--- config.mk ---
export PLATFORM = sky130hd
export DESIGN_NAME = fm_hdmi_ddr_tx
export DESIGN_NICKNAME = d
export VERILOG_FILES = /design/src/rtl/fm_hdmi_ddr_tx.sv
export SDC_FILE = /design/constraint.sdc
export NUM_CORES = 1
export LEC_CHECK = 0
export ABC_AREA = 1
export CORE_UTILIZATION = 44
export CTS_BUF_LIST = sky130_fd_sc_hd__clkbuf_16
export DETAILED_ROUTE_END_ITERATION = 12
export GPL_TIMING_DRIVEN = 0
export PLACE_DENSITY = 0.66
export SLEW_MARGIN = 20
export SYNTH_ARGS = -nofsm -noshare
export SYNTH_HDL_FRONTEND = slang
export SYNTH_SLANG_ARGS = --single-unit
--- constraint.sdc ---
create_clock -name clk_v -period 1.8 [get_ports clk_v]
set_input_delay 0.36 -clock clk_v [delete_from_list [all_inputs] [get_ports clk_v]]
set_output_delay 0.36 -clock clk_v [all_outputs]
set_load 0.1 [all_outputs]
--- src/rtl/fm_hdmi_ddr_tx.sv ---
// HDMI transmitter video output stage.
// Converts 4:4:4 YCbCr to 4:2:2. Blanking codes replace the data outside active video.
// The data is pipelined with its syncs and driven either through per-bit DDR output
// registers (Y on the rising edge, C on the falling edge) or as a plain SDR bus.
module fm_hdmi_ddr_tx #(
    parameter int P_DW   = 8,
    parameter int P_MODE = 0,
    parameter int P_PIPE = 2,
    parameter int P_BLK  = 1
) (
    input  logic              clk_v,
    input  logic              rst,
    input  logic              i_de,
    input  logic              i_hs,
    input  logic              i_vs,
    input  logic [P_DW-1:0]   i_y,
    input  logic [P_DW-1:0]   i_cb,
    input  logic [P_DW-1:0]   i_cr,
    output logic              o_de,
    output logic              o_hs,
    output logic              o_vs,
    output logic [2*P_DW-1:0] o_d,
    output logic              o_odd_err
);

    // Blanking levels scale with the component width (video black and neutral chroma).
    localparam logic [P_DW-1:0] BLANK_Y = (P_BLK != 0) ? P_DW'(16  << (P_DW - 8)) : '0;
    localparam logic [P_DW-1:0] BLANK_C = (P_BLK != 0) ? P_DW'(128 << (P_DW - 8)) : '0;

    // Stage word layout: {de, hs, vs, Y, C}
    localparam int SW = 3 + 2 * P_DW;
    localparam logic [SW-1:0] BLANK_WORD = {3'b000, BLANK_Y, BLANK_C};

    logic [SW-1:0] stage_reg [0:P_PIPE];
    logic          phase_reg;

    logic [SW-1:0]   last_word;
    logic [P_DW-1:0] last_y;
    logic [P_DW-1:0] last_c;

    logic [15:0] cnt_reg;
    logic        de_prev_reg;
    logic        armed_reg;
    logic        err_reg;

    // Stage 0: chroma decimation (Cb on even pixels, Cr on odd pixels) and blank insertion.
    always_ff @(posedge clk_v) begin
        if (rst) begin
            stage_reg[0] <= BLANK_WORD;
            phase_reg    <= 1'b0;
        end else begin
            phase_reg <= i_de ? ~phase_reg : 1'b0;
            if (i_de) begin
                stage_reg[0] <= {1'b1, i_hs, i_vs, i_y, (phase_reg ? i_cr : i_cb)};
            end else begin
                stage_reg[0] <= {1'b0, i_hs, i_vs, BLANK_Y, BLANK_C};
            end
        end
    end

    // Extra delay stages; syncs travel in the same word so they stay aligned with data.
    always_ff @(posedge clk_v) begin
        for (int k = 1; k <= P_PIPE; k++) begin
            if (rst) begin
                stage_reg[k] <= BLANK_WORD;
            end else begin
                stage_reg[k] <= stage_reg[k-1];
            end
        end
    end

    assign last_word = stage_reg[P_PIPE];
    assign last_y    = last_word[2*P_DW-1:P_DW];
    assign last_c    = last_word[P_DW-1:0];

    generate
        if (P_MODE == 0) begin : gen_ddr
            logic [2:0] sync_reg;

            // Syncs get one register to match the latency of the DDR output cells.
            always_ff @(posedge clk_v) begin
                if (rst) begin
                    sync_reg <= 3'b000;
                end else begin
                    sync_reg <= last_word[SW-1 -: 3];
                end
            end

            assign {o_de, o_hs, o_vs} = sync_reg;
            assign o_d[P_DW-1:0]      = '0;

            for (genvar gi = 0; gi < P_DW; gi++) begin : gen_oddr
                logic d1_reg;
                logic d2_reg;

                // Same-edge DDR cell: both halves captured on the rising edge.
                always_ff @(posedge clk_v) begin
                    if (rst) begin
                        d1_reg <= BLANK_Y[gi];
                        d2_reg <= BLANK_C[gi];
                    end else begin
                        d1_reg <= last_y[gi];
                        d2_reg <= last_c[gi];
                    end
                end

                // Pin shows Y while the clock is high and C while it is low.
                assign o_d[P_DW+gi] = clk_v ? d1_reg : d2_reg;
            end
        end else begin : gen_sdr
            assign {o_de, o_hs, o_vs} = last_word[SW-1 -: 3];
            assign o_d                = {last_y, last_c};
        end
    endgenerate

    // Active pixel count per line. An odd count at the end of the line sets the sticky error.
    // armed_reg stays low until de=0 has been seen after reset, so a line cut short by reset is ignored.
    always_ff @(posedge clk_v) begin
        if (rst) begin
            cnt_reg     <= 16'd0;
            de_prev_reg <= 1'b0;
            armed_reg   <= 1'b0;
            err_reg     <= 1'b0;
        end else begin
            de_prev_reg <= i_de;
            if (!i_de) begin
                armed_reg <= 1'b1;
            end
            if (i_de) begin
                if (cnt_reg != 16'hFFFF) begin
                    cnt_reg <= cnt_reg + 16'd1;
                end
            end else if (de_prev_reg) begin
                cnt_reg <= 16'd0;
                if (armed_reg && cnt_reg[0]) begin
                    err_reg <= 1'b1;
                end
            end
        end
    end

    assign o_odd_err = err_reg;

endmodule

==> impl_metrics.env <==
export IMPL_avgSynthCellArea_um2=8.304
export IMPL_wl_per_cell_um=10.20
export IMPL_grt_max_degree=17
export IMPL_reg2reg_from="cnt_reg[1]$_SDFFE_PP0P_"
export IMPL_tightest_slew_ps=545.0
export IMPL_met3_length_um=387
export IMPL_finalHoldViolCount=0
export IMPL_first_global_vias=2479
export IMPL_synth_compound_area_frac=0.03792
export IMPL_fin_util=0.6080
export IMPL_final_setup_skew_ps=7.239
export IMPL_endpoint_kind="output pin"
export IMPL_hold_path_class="reg -> reg"
export IMPL_hold_buffers=0
export IMPL_grt_use_total=0.1641
export IMPL_n_antenna_cell=0
export IMPL_areaGrowthSynthToFinish_pct=30.95
export IMPL_yosysWarningCount=0
export IMPL_core_area_um2=7888
export IMPL_netlist_instances=441
export IMPL_final_nets=550
export IMPL_cp_arrival_ps=1670
export IMPL_overflow=0
export IMPL_worstSetupStartpointType="clock port"
export IMPL_vias=2716
export IMPL_peakVddDrop_v=0.0008305
export IMPL_synthesis_area_um2=3662
export IMPL_worstPathRequired_ps=1440
export IMPL_ys_ff_latch=96
export IMPL_synth_mux_area_frac=0.02460
export IMPL_powerDensity_nw_per_um2=1266
export IMPL_synth_adder_area_share=0.003416
export IMPL_fin_cells=627
export IMPL_yosysTopAreaCell="dfxtp_1"
export IMPL_rsz0062_at_grt="true"
export IMPL_cap_viol_max_count=0
export IMPL_synthDistinctLibCells=28
export IMPL_largest_reg_flops=57
export IMPL_yosysTopAreaCellShare=0.4209
export IMPL_critPathMaxFanout=4
export IMPL_synth_xor_area_share=0
export IMPL_synth_top_family_by_area="simple AND/OR/NAND/NOR gates"
export IMPL_drv_slew=0
export IMPL_setup_violations_final=8
export IMPL_cts_tree="built"
export IMPL_firstDrtPassIters=4
export IMPL_m1WireLength_um=2808
export IMPL_power_mw=6.070
export IMPL_io_buffers=40
export IMPL_dr_wl_met2_um=3043
export IMPL_startpoint="clk_v"
export IMPL_fin_ws_ps=-227.6
export IMPL_start_util=0.4643
export IMPL_path_clk_slew_ps=60
export IMPL_die_y_um=93.23
export IMPL_grt_pass1_wl_um=10570
export IMPL_synthSimpleGateAreaFrac=0.2357
export IMPL_synth_area_leaders="dfxtp_1 42%, edfxtp_1 16%, nor2_1 8.9%"
export IMPL_ant_nets=0
export IMPL_drtIter0Drc=112
export IMPL_min_from="stage_reg[1][5]$_SDFF_PP0_"
export IMPL_routabilityCongestion=0.8812
export IMPL_rows=32
export IMPL_critical_path_class="clk -> out"
export IMPL_routed_top_layer="met4"
export IMPL_hpwl_um=4451
export IMPL_viasPerCell=4.332
export IMPL_drc_errors=0
export IMPL_slew_limit_headroom=0.6384
export IMPL_clock_latency_ps=450
export IMPL_seq_area_frac_synth=0.5767
export IMPL_die_x_um=93.23
export IMPL_antenna_found_initial=0
export IMPL_status="finished with violations"
export IMPL_final_layout_size_suffix_gt1_frac=0.1352
export IMPL_hold_slack_ps=399.4
export IMPL_drt_wl_total_um=6396
export IMPL_pin_count=49
export IMPL_dp_cells=608
export IMPL_violations="setup timing"
export IMPL_die_area_um2=8692
export IMPL_p_leak_nw=2.095
==> path summary, 6_finish.rpt <==
kind	end	slack, ps	depth (start not counted)
worst max-delay path	o_d[11]	-230	4
worst min-delay path	stage_reg[2][5]$_SDFF_PP0_	400	2
worst max register to register	cnt_reg[0]$_SDFFE_PP0P_	150	9
worst min register to register	stage_reg[2][5]$_SDFF_PP0_	400	2
==> where the power goes <==
part	internal [mW]	switching [mW]	total, mW
clock	1.84	1.50	3.34
combinational	0.137	0.236	0.373
sequential	2.30	0.0498	2.35
==> final cells by class <==
cell class,count,area (µm²)
inverter,82,312.8
tap,102,127.6
sequential,96,2113
clock inverter,7,71.32
buffer,20,121.4
multi-input combinational,267,1239
timing repair buffer,32,325.3
clock buffer,21,485.5
fill,647,3092
==> logic make-up after synthesis <==
family | count (synthesis)
AOI/OAI and AO/OA | 26
adders and majority gates | 1
buffers and inverters | 103
DFF | 96
muxes | 8
other | 2
and+or+nand+nor | 205
==> what timing repair did <==
item / CTS / global route
pin swaps: 0 / 0
buffers inserted: 0 / 0
endpoints found under the setup margin: 12 / 12
gates resized for setup: 84 / 2
==> placed cells by master, fill, tap and decap left out, types with 2 or more instances in the layout <==
master           count
clkinv_4             2
or2_2               10
nor2_1              87
clkdlybuf4s50_1     28
clkbuf_1             9
a21oi_1             17
clkbuf_16           13
mux2_4               8
o21ai_0              5
buf_12               8
inv_2                2
buf_4                8
clkdlybuf4s15_2      4
inv_1               80
buf_6                2
edfxtp_1            19
nand4_1              2
nand2_1             70
nand2_2              4
dfxtp_1             76
nand3_1             28
conb_1              27
==> per-stage QoR <==
step | instance area (µm²) | setup WS [ps] | TNS (ps)
floorplan | 3807 | -38.21 | -305.7
global placement | 4335 | -899.9 | -10100
detailed placement | 4335 | -899.9 | -10100
CTS | 4792 | -238.8 | -1842
global route | 4796 | -242.3 | -1880
finish | 4796 | -227.6 | -1759
==> per-layer routing <==
metal | global-route usage | vias up
li1 | - | 1448
met1 | 0.1814 | 1162
met2 | 0.2616 | 90
met3 | 0.05772 | 16
met4 | 0.1179 | 0
met5 | 0 | -
==> worst max-delay path, stage by stage <==
cell       delay (ps)
clkbuf_16         130
clkbuf_16         150
mux2_4            310
buf_12            170
==> synthesized netlist by cell type (all sizes together) <==
| cell type | count |
|---|---|
| nand3 | 28 |
| nand3b | 1 |
| nand2 | 75 |
| clkinv | 1 |
| nand4 | 2 |
| o21ai | 7 |
| ha | 1 |
| o211ai | 1 |
| dfxtp | 77 |
| inv | 81 |
| nor2 | 89 |
| edfxtp | 19 |
| or2 | 10 |
| mux2 | 8 |
| conb | 2 |
| o21bai | 1 |
| clkbuf | 10 |
| a21oi | 17 |
| buf | 11 |
Note: power is estimated with default switching activity, not from simulation.
